## src/rtl/osd_rom_rr_arbiter.sv

```systemverilog
// Round-robin arbiter sharing one single-port OSD font ROM among PORT_NUM
// char_display readers; returns each ROM word to its requester with a one-hot valid.
module osd_rom_rr_arbiter #(
  parameter int PORT_NUM = 10,
  parameter int AW       = 13,
  parameter int DW       = 16,
  parameter int ROM_LAT  = 1
) (
  input  logic                   pclk,
  input  logic                   rst,
  input  logic [PORT_NUM-1:0]    i_req,
  input  logic [PORT_NUM*AW-1:0] i_addr,
  output logic [PORT_NUM-1:0]    o_gnt,
  output logic                   o_rom_en,
  output logic [AW-1:0]          o_rom_addr,
  input  logic [DW-1:0]          i_rom_data,
  output logic [PORT_NUM-1:0]    o_rd_valid,
  output logic [DW-1:0]          o_rd_data
);

  localparam int PW = (PORT_NUM > 1) ? $clog2(PORT_NUM) : 1;

  // Handshake: i_req[k] is a level request; o_gnt[k] is a one-cycle pulse that
  // accepts it. The port must drop or replace i_req[k] in the cycle after o_gnt[k].
  // Its data comes back ROM_LAT+1 cycles after o_gnt[k] as o_rd_valid[k].
  logic [PW-1:0]               r_ptr;
  logic [PW-1:0]               r_gnt_id;
  logic [PORT_NUM-1:0]         r_gnt;
  logic                        r_rom_en;
  logic [AW-1:0]               r_rom_addr;
  logic [ROM_LAT-1:0]          r_tag_v;
  logic [ROM_LAT-1:0][PW-1:0]  r_tag_id;
  logic [PORT_NUM-1:0]         r_rd_valid;
  logic [DW-1:0]               r_rd_data;

  logic [PORT_NUM-1:0]         w_elig;
  logic                        w_found;
  logic [PW-1:0]               w_sel;
  logic [PW-1:0]               w_ptr_nxt;
  logic [PORT_NUM-1:0]         w_sel_oh;
  logic [AW-1:0]               w_sel_addr;
  logic [PORT_NUM-1:0]         w_ret_oh;

  // A grant visible this cycle masks its own port so a held request is not served twice.
  assign w_elig = i_req & ~r_gnt;

  always_comb begin : p_select
    int idx;
    idx     = 0;
    w_found = 1'b0;
    w_sel   = '0;
    for (int i = 0; i < PORT_NUM; i++) begin
      idx = int'(r_ptr) + i;
      if (idx >= PORT_NUM) idx = idx - PORT_NUM;
      if (!w_found && w_elig[idx]) begin
        w_found = 1'b1;
        w_sel   = PW'(idx);
      end
    end
  end

  assign w_ptr_nxt  = (w_sel == PW'(PORT_NUM - 1)) ? '0 : w_sel + 1'b1;
  assign w_sel_oh   = {{(PORT_NUM-1){1'b0}}, 1'b1} << w_sel;
  assign w_sel_addr = i_addr[int'(w_sel)*AW +: AW];
  assign w_ret_oh   = {{(PORT_NUM-1){1'b0}}, 1'b1} << r_tag_id[ROM_LAT-1];

  always_ff @(posedge pclk or posedge rst) begin
    if (rst) begin
      r_ptr      <= '0;
      r_gnt_id   <= '0;
      r_gnt      <= '0;
      r_rom_en   <= 1'b0;
      r_rom_addr <= '0;
      r_tag_v    <= '0;
      r_tag_id   <= '0;
      r_rd_valid <= '0;
      r_rd_data  <= '0;
    end else begin
      r_gnt    <= w_found ? w_sel_oh : '0;
      r_rom_en <= w_found;
      if (w_found) begin
        r_rom_addr <= w_sel_addr;
        r_gnt_id   <= w_sel;
        r_ptr      <= w_ptr_nxt;
      end
      // Tag stage j is visible j+1 cycles after the ROM enable it tracks.
      r_tag_v[0]  <= r_rom_en;
      r_tag_id[0] <= r_gnt_id;
      for (int j = 1; j < ROM_LAT; j++) begin
        r_tag_v[j]  <= r_tag_v[j-1];
        r_tag_id[j] <= r_tag_id[j-1];
      end
      r_rd_valid <= r_tag_v[ROM_LAT-1] ? w_ret_oh : '0;
      if (r_tag_v[ROM_LAT-1]) r_rd_data <= i_rom_data;
    end
  end

  assign o_gnt      = r_gnt;
  assign o_rom_en   = r_rom_en;
  assign o_rom_addr = r_rom_addr;
  assign o_rd_valid = r_rd_valid;
  assign o_rd_data  = r_rd_data;

endmodule

```

## config.mk

```make
export PLATFORM = sky130hd
export DESIGN_NAME = osd_rom_rr_arbiter
export DESIGN_NICKNAME = d
export VERILOG_FILES = /design/src/rtl/osd_rom_rr_arbiter.sv
export SDC_FILE = /design/constraint.sdc
export NUM_CORES = 1
export LEC_CHECK = 0
export ABC_AREA = 0
export ABC_CLOCK_PERIOD_IN_PS = 5200
export CORE_MARGIN = 2
export CORE_UTILIZATION = 35
export CTS_CLUSTER_SIZE = 30
export DETAILED_ROUTE_END_ITERATION = 10
export GPL_TIMING_DRIVEN = 0
export PLACE_DENSITY = 0.65
export SYNTH_ARGS = -nofsm -noshare
export SYNTH_HDL_FRONTEND = slang
export SYNTH_SLANG_ARGS = --single-unit
```

## constraint.sdc

```tcl
create_clock -name pclk -period 5.2 [get_ports pclk]
set_input_delay 1.04 -clock pclk [delete_from_list [all_inputs] [get_ports pclk]]
set_output_delay 1.04 -clock pclk [all_outputs]
set_load 0.01 [all_outputs]
```

=== After elaboration in Yosys (flattened, before gate mapping) ===
Index checks and enable logic that the tools add are counted.

* Add/subtract/negate cells: 20
* $mul: 1
* Magnitude comparators: 20
* Equal/unequal tests: 1
* Shifts and indexed selects: 3
* Muxes and demuxes: 63
* Bitwise operators: 2
* Reduce and logical (&&, ||, !) cells: 18

{| class="wikitable"
|+ Operators by type and width
! cell !! number
|-
| $lt A32 B6 Y1 const B || 10
|-
| $mux W32 || 10
|-
| $shiftx A130 B9 Y13 || 1
|-
| $sub A5 B4 Y6 const B || 9
|-
| $ge A5 B4 Y1 const B || 9
|-
| $mux W4 || 11
|-
| $bmux W1 S4 || 10
|-
| $mux W1 || 30
|-
| $add A4 B3 Y5 const B || 4
|-
| $mux W10 || 2
|-
| $shl A1 B4 Y10 const A || 2
|-
| $add A4 B2 Y5 const B || 2
|-
| $add A4 B4 Y5 const B || 2
|-
| $and A10 B10 Y10 || 1
|-
| $not A10 Y10 || 1
|-
| $logic_and A1 B1 Y1 || 9
|-
| $logic_not A1 Y1 || 9
|-
| $mul A4 B4 Y8 const B || 1
|-
| $add A4 B1 Y5 const B || 1
|-
| $sub A4 B4 Y5 const B || 1
|-
| $add A4 B1 Y4 const B || 1
|-
| $eq A4 B4 Y1 const B || 1
|-
| $ge A4 B4 Y1 const B || 1
|}

* Register bits after elaboration: 63
* Input bits: 158
* Output and inout bits: 50
* Word-level logic and storage cells: 137

=== Depth between registers and ports, before layout ===
Gate-level depths: netlist of the first run.

* Word-level depth: 35
* Mapped depth: 21
* Depth with buffers taken out: 17

=== Least setup slack after synthesis of the first run ===
No wires, ideal clock.

* Path type: register to register
* Start point: register r_ptr[1]
* End point: register r_rom_addr[10] (netlist: o_rom_addr[10])
* Library setup time: 0.134 ns
* Arrival: 4.688 ns
* Required time: 5.066 ns
* Slack: 0.378 ns
* Stages on the path, launching flop included: 21
* Path buffers: 4
* Clock period less this slack: 4.822 ns
* Path through: dfrtp_1 buf_2 inv_1 clkbuf_1 ha_1 inv_1 clkbuf_1 ha_1 xnor2_1 xnor2_1 nand3_1 a211o_1 o221a_2 and3b_1 and2_1 a2111o_1 nand2_4 buf_4 mux2i_1 a2bb2oi_1 o211ai_2

* Cells in the longest elaborated chain, start to end: 35
* Elaborated cells between the ends (all ways): 109
* Classes of those cells: 19 x add/sub; 1 x mul; 10 x order compare; 1 x shift; 60 x mux; 18 x reduce/logical

{| class="wikitable"
|+ Ends and longest elaborated chain
! item !! line !! source
|-
| from (decl) || 26 || <nowiki>logic [PW-1:0] r_ptr;</nowiki>
|-
| from (signal assigned) || 84 || <nowiki>r_ptr <= w_ptr_nxt;</nowiki>
|-
| parallel branches: the longest is 35 deep, another holds $sub A5 B4 Y6 || -- ||
|-
| to (signal assigned) || 82 || <nowiki>r_rom_addr <= w_sel_addr;</nowiki>
|-
| to (decl) || 30 || <nowiki>logic [AW-1:0] r_rom_addr;</nowiki>
|}

Several ways; the timed one is not identified. The select of a mux whose other input is x is not followed.
A chain may end at the register's enable or synchronous reset.

=== Worst setup path in the final report of the first run ===
* Start point: register r_ptr[2]
* End point: register r_rom_addr[5] (netlist: o_rom_addr[5])

Same word-level chain as after synthesis.

==> metrics.yaml, run 1 <==
status: "finished, final reports clean"
synthTopCellsByCount: "mux2i_1 (64), dfrtp_1 (63), nand2_1 (56)"
nFillCells: 1724
synthSimpleGateAreaFrac: 0.2236
grt_max_degree: 35
skew_ns: 0.004859
portBuffers: 207
yosysMostFrequentCell: "mux2i_1"
area_growth_pct: 46.29
grt.overflow.total: 0
synthCells: 714
post-place-ws_ns: -0.8691
reg2reg_slack_ns: 0.17
crit_path_max_fanout: 10
timing.final.hold_violations: 0
wl_per_cell_um: 20.46
dr_total_vias: 6759
synth-compound-area-share: 0.2696
slowest_delay_ns: 0.53
core_area_um2: 17840
setup_viol: 0
die_h_um: 138.2
arrival_ns: 5.24
ant_nets: 0
setup_slack_ns: 0.1688
grt.total_usage: 0.2446
synth_warnings: 0
multi_input_area_um2: 4479
ys_ff_latch: 63
drt_iter0_drc: 489
worst_setup_path_end_kind: "register"
routed_via_density: 5.738
cts_root_buf: "clkbuf_16"
drt_wl_total_mm: 24.10
cts_buffers: 9
critPathCapture: "o_rom_addr[5]"
antenna_found_initial: 0
yosys-top-cells-area: "dfrtp_1 (25%), mux2i_1 (10%), ha_1 (4.8%), nand2_1 (3.3%), mux2_2 (3.0%)"
tightest_slew_ns: 0.8588
drive_gt1_frac: 0.1423
grt_pass1_vias: 6678
cts_hold_buf: 0
cts_max_path_buffers: 2
synth_top_family_by_area: "compound AO/OA/AOI/OAI gates"
netlist_area_um2: 6306
relSlewSlack: 0.4248
cts.htree.levels: 3
hold-path-cell-count: 0
crit-reg2reg-launch: "r_ptr[2]"
synthMuxAreaShare: 0.1319
clk_pin_slew_ns: 0.05
synthAdderAreaFrac: 0.04762
numClockSinks: 63
post-route-period-util: 0.9675
ys_types: 93
drv_cap: 0
cp.required_ns: 5.41
hp-class: "register to register"
ios: 208
yosys.area.top_type_share: 0.2500
dieArea_um2: 19110
min_period_ns: 5.031
postSynthAreaPerCell_um2: 8.832
crit_chain: "clkbuf_4, buf_4, clkinvlp_4, ha_1, or4b_1, o211a_1, or4_1, o311a_1, nand3b_2, and2_4, o21ai_1, a2111o_1, nand2_4, buf_6, mux2i_1, o22a_1, o211ai_2"
slew_viol_final: 0
dr.pass1.iters: 5
async_reset_ff_frac: 1.000
gp_congestion: 0.9460
synth-xor-area-share: 0.02083
fmax_ghz: 0.1988
row_count: 49
worstSetupStartpointType: "register"
layout.nets: 1126
drc_errors: 0
cts_tree: "yes"
clock_latency_ns: 0.33
antenna_cells: 0
grt_first_pass_wirelength_mm: 37.03
criticalPathCategory: "register to register"
die_x_um: 138.2
r2r_cells: 17
synth_top_area_cell: "dfrtp_1"
startpoint: "r_ptr[2]"
start_util: 0.3535
r2r_end: "o_rom_addr[5]"
slowest_stage: "or4_1"
syn_nets: 896
post-dp-hpwl_mm: 19.17
synth_ff_type: "dfrtp_1"
synth_edf_count: 0
synth-seq-area-share: 0.2500
regArea_um2: 1580
[sequential cells by signal, indices dropped and copies added, names as in the netlist]
signal,flops
r_ptr,4
r_tag_id,4
o_rd_valid,10
o_rom_en,1
r_tag_v,1
o_gnt,10
r_gnt_id,4
o_rom_addr,13
o_rd_data,16
[how the worst min path moves through the flow]
stage                   to  slack [ns]         from
6_report       r_tag_id[2]        0.37  r_gnt_id[2]
5_1_grt        r_tag_id[2]        0.39  r_gnt_id[2]
3_5_place_dp   r_tag_id[1]        0.36  r_gnt_id[1]
3_3_place_gp   r_tag_id[2]        0.36  r_gnt_id[2]
4_1_cts        r_tag_id[2]        0.37  r_gnt_id[2]
2_1_floorplan  r_tag_id[0]        0.35  r_gnt_id[0]
[per-stage QoR]
stage	hold slack (ns)	cell area, µm²	instances	TNS, ns	util
floorplan	0.3535	6306	714	0	-
global placement	0.3595	8665	1150	-21.60	0.4857
detailed placement	0.3616	8685	1151	-20.30	0.4868
CTS	0.3735	9079	1169	0	0.5089
global route	0.3900	9225	1178	-0.01367	0.5171
finish	0.3748	9225	1178	0	0.5171
[worst max-delay path: cells and delay by family, from the launching register on]
kind | cells | cell delay [ns]
AND/OR/NAND/NOR | 5 | 1.54
AO/OA/AOI/OAI | 6 | 1.35
buffers and inverters | 4 | 0.88
flip-flops | 1 | 0.47
multiplexers | 1 | 0.35
adder cells (fa/ha/maj) | 1 | 0.30
[kinds of logic after synthesis]
logic type / count (synthesis)
xor gates and xnor gates: 15
muxes: 81
and+or+nand+nor: 249
adders and majority gates: 24
AOI/OAI and AO/OA: 216
buffers and inverters: 66
DFF: 63
[area by class of cell]
| cell class | count | share of cell area |
|---|---|---|
| multi-input combinational | 585 | 0.4856 |
| inverter | 23 | 0.01017 |
| clock inverter | 4 | 0.005832 |
| tap | 229 | 0.03106 |
| timing repair buffer | 219 | 0.2357 |
| buffer | 43 | 0.03255 |
| sequential | 63 | 0.1713 |
| clock buffer | 12 | 0.02780 |
[repair_timing]
action | 4_1_cts | 5_1_grt
buffers inserted | 2 | 9
pin swaps | 1 | 2
setup endpoints to repair | 32 | 27
resized for setup | 23 | 19
[cells in the final DEF (no fill, tap or decap), types with 12 or more instances in the layout]
| master | netlist | routed |
|---|---|---|
| a21oi_1 | 34 | 34 |
| a22o_1 | 14 | 14 |
| a2bb2oi_1 | 14 | 14 |
| buf_4 | 5 | 17 |
| buf_6 | 10 | 12 |
| clkdlybuf4s50_1 | 0 | 207 |
| dfrtp_1 | 63 | 60 |
| ha_1 | 24 | 23 |
| inv_1 | 22 | 19 |
| mux2_2 | 17 | 17 |
| mux2i_1 | 64 | 62 |
| nand2_1 | 56 | 55 |
| nand2b_1 | 14 | 14 |
| nor2_1 | 38 | 38 |
| nor3_1 | 26 | 26 |
| o211ai_2 | 14 | 14 |
| o21ai_0 | 23 | 22 |
| o22a_1 | 14 | 14 |
| or3_1 | 12 | 12 |
| xnor2_1 | 13 | 12 |
[metal layers]
metal  part of all wire  global-route usage  up-vias
met2               0.50              0.4349      315
met5                  0                   0        -
met4              0.046              0.1155        0
met3              0.056             0.03325       65
met1               0.40              0.2917     3197
li1                   -                   -     3182
Power of run 1 is not shown: default switching activity piles up to over one toggle a cycle in this logic, so the estimate is an artifact.
==> run 2: changes to the inputs <==
--- a/config.mk
+++ b/config.mk
@@ -7,6 +7,7 @@
 export LEC_CHECK = 0
 export ABC_AREA = 0
 export ABC_CLOCK_PERIOD_IN_PS = 5200
+export CORE_ASPECT_RATIO = 1.2
 export CORE_MARGIN = 2
 export CORE_UTILIZATION = 35
 export CTS_CLUSTER_SIZE = 30
==> metrics.yaml, run 2 (same netlist as run 1, synthesis figures left out) <==
antenna_found_initial: 0  # unchanged
post-dp-hpwl_mm: 20.32  # +6.0%
routed_via_density: 5.866  # +2.2%
slowest_stage: "or4b_1"
final_cell_mix: "clkdlybuf4s50_1 (207), mux2i_1 (62), dfrtp_1 (60)"
dieArea_um2: 19110  # about the same
status: "finished, final reports clean"
die_h_um: 151.0  # +9.3%
drc_errors: 0  # unchanged
criticalPathCategory: "register to register"
cts_buffers: 9  # unchanged
ant_nets: 0  # unchanged
area_growth_pct: 46.45
dr.pass1.iters: 5  # unchanged
crit_top_cell: "buf_2"
drt_iter0_drc: 456  # -6.7%
core_area_um2: 17570  # -1.5%
wl_per_cell_um: 21.73  # +6.2%
ios: 208  # unchanged
rsz0062_at_grt: "no"
clock_latency_ns: 0.33  # about the same
placed_cells: 1142  # -0.78%
layout.nets: 1132  # +0.53%
mostFrequentLayoutCell: "clkdlybuf4s50_1"
cts_tree: "yes"
cp.required_ns: 5.41  # about the same
portBuffers: 207  # unchanged
relSlewSlack: 0.4839  # +0.05913
skew_ns: 0.008685  # +0.003826 ns
critical-path-top-delay-family: "simple AND/OR/NAND/NOR gates"
critPathBufInv: 5  # +1
row_count: 53  # +8.2%
crit_chain: "clkbuf_4, buf_6, clkinvlp_4, ha_2, or4b_1, o211a_1, or4_1, o311a_1, nand3b_2, and2_4, o21ai_1, o32ai_1, a21o_1, buf_2, nand2b_1, buf_2, o22a_1, o211ai_2"
fin_cells: 1175  # -0.25%
timing.final.hold_violations: 0  # unchanged
worstSetupStartpointType: "register"
grt_first_pass_wirelength_mm: 38.08  # +2.8%
numClockSinks: 63  # unchanged
drive_gt1_frac: 0.1487  # +0.006436
hp-class: "register to register"
worst_setup_path_end_kind: "register"
post-route-period-util: 0.9586  # -0.008966
dr_total_vias: 6893  # +2.0%
fmax_ghz: 0.2006  # +0.94%
largest_register_ffs: 16  # unchanged
setup_viol: 0  # unchanged
grt.total_usage: 0.2574  # +0.01287
crit_path_max_fanout: 10  # unchanged
cts_max_path_buffers: 2  # unchanged
grt.overflow.total: 0  # unchanged
tightest_slew_ns: 0.7705  # -0.08829 ns
drt_wl_total_mm: 25.53  # +5.9%
clk_pin_slew_ns: 0.06  # about the same
slowest_delay_ns: 0.54  # about the same
antenna_cells: 0  # unchanged
slew_viol_final: 0  # unchanged
cts.htree.levels: 3  # unchanged
drv_cap: 0  # unchanged
final_core_util: 0.5255  # +0.008448
grt_pass1_vias: 6864  # +2.8%
arrival_ns: 5.19  # -0.05 ns
grt_max_degree: 37  # +5.7%
tns_ns: 0  # unchanged
cts_root_buf: "clkbuf_16"
die_x_um: 126.5  # -8.5%
start_util: 0.3588  # +0.005386
gp_congestion: 0.9802  # +3.6%
min_period_ns: 4.985  # -0.04663 ns
run 2: per-stage QoR:
step / setup WS [ns] / hold slack (ns) / instance area (µm²)
2_1_floorplan: 0.3785 / 0.3535 / 6306
3_3_place_gp: -0.9948 / 0.3601 / 8653
3_5_place_dp: -0.9957 / 0.3602 / 8673
4_1_cts: 0.01512 / 0.3689 / 9050
5_1_grt: 0.00008527 / 0.3788 / 9235
6_report: 0.2155 / 0.3694 / 9235
run 2: final cells by class:
cell class	count	area, µm²
well taps	220	275.3
fillers	1701	8338
flip-flops and latches	63	1580
multi-input cells	585	4473
repair buffers	226	2227
plain buffers	42	292.8
clock inverters	6	46.29
clock buffers	10	239.0
inverters	23	101.3
run 2: timing repair:
action	in CTS	in global routing
pin swaps	0	7
gates cloned	0	0
setup buffers	5	13
resized for setup	16	26
setup endpoints to repair	32	31
hold buffers	0	0
run 2: path summary, 6_finish.rpt:
kind                                  to        start  slack [ns]  cells after the start
setup / recovery           o_rom_addr[9]     r_ptr[2]        0.22                     18
hold / removal               r_tag_id[0]  r_gnt_id[0]        0.37                      0
setup reg to reg           o_rom_addr[9]     r_ptr[2]        0.22                     18
hold reg to reg              r_tag_id[0]  r_gnt_id[0]        0.37                      0
max in group asynchronous       r_ptr[2]          rst        3.45                      3
min in group asynchronous   o_rd_data[7]          rst        1.13                      2
run 2: routing by layer:
| layer | GRT usage | vias to the layer above | share of wire |
|---|---|---|---|
| li1 | - | 3203 | - |
| met1 | 0.2854 | 3274 | 0.37 |
| met2 | 0.4746 | 339 | 0.52 |
| met3 | 0.03285 | 77 | 0.053 |
| met4 | 0.1434 | 0 | 0.062 |
| met5 | 0 | - | 0 |
run 2: worst register-to-register path: stages (launching register included):
cell        delay (ns)
dfrtp_2           0.48
clkbuf_4          0.25
buf_6             0.20
clkinvlp_4        0.22
ha_2              0.28
or4b_1            0.54
o211a_1           0.31
or4_1             0.52
o311a_1           0.18
nand3b_2          0.14
and2_4            0.19
o21ai_1           0.13
o32ai_1           0.29
a21o_1            0.12
buf_2             0.23
nand2b_1          0.23
buf_2             0.29
o22a_1            0.19
o211ai_2          0.07
Power of run 2 is left out for the same reason.
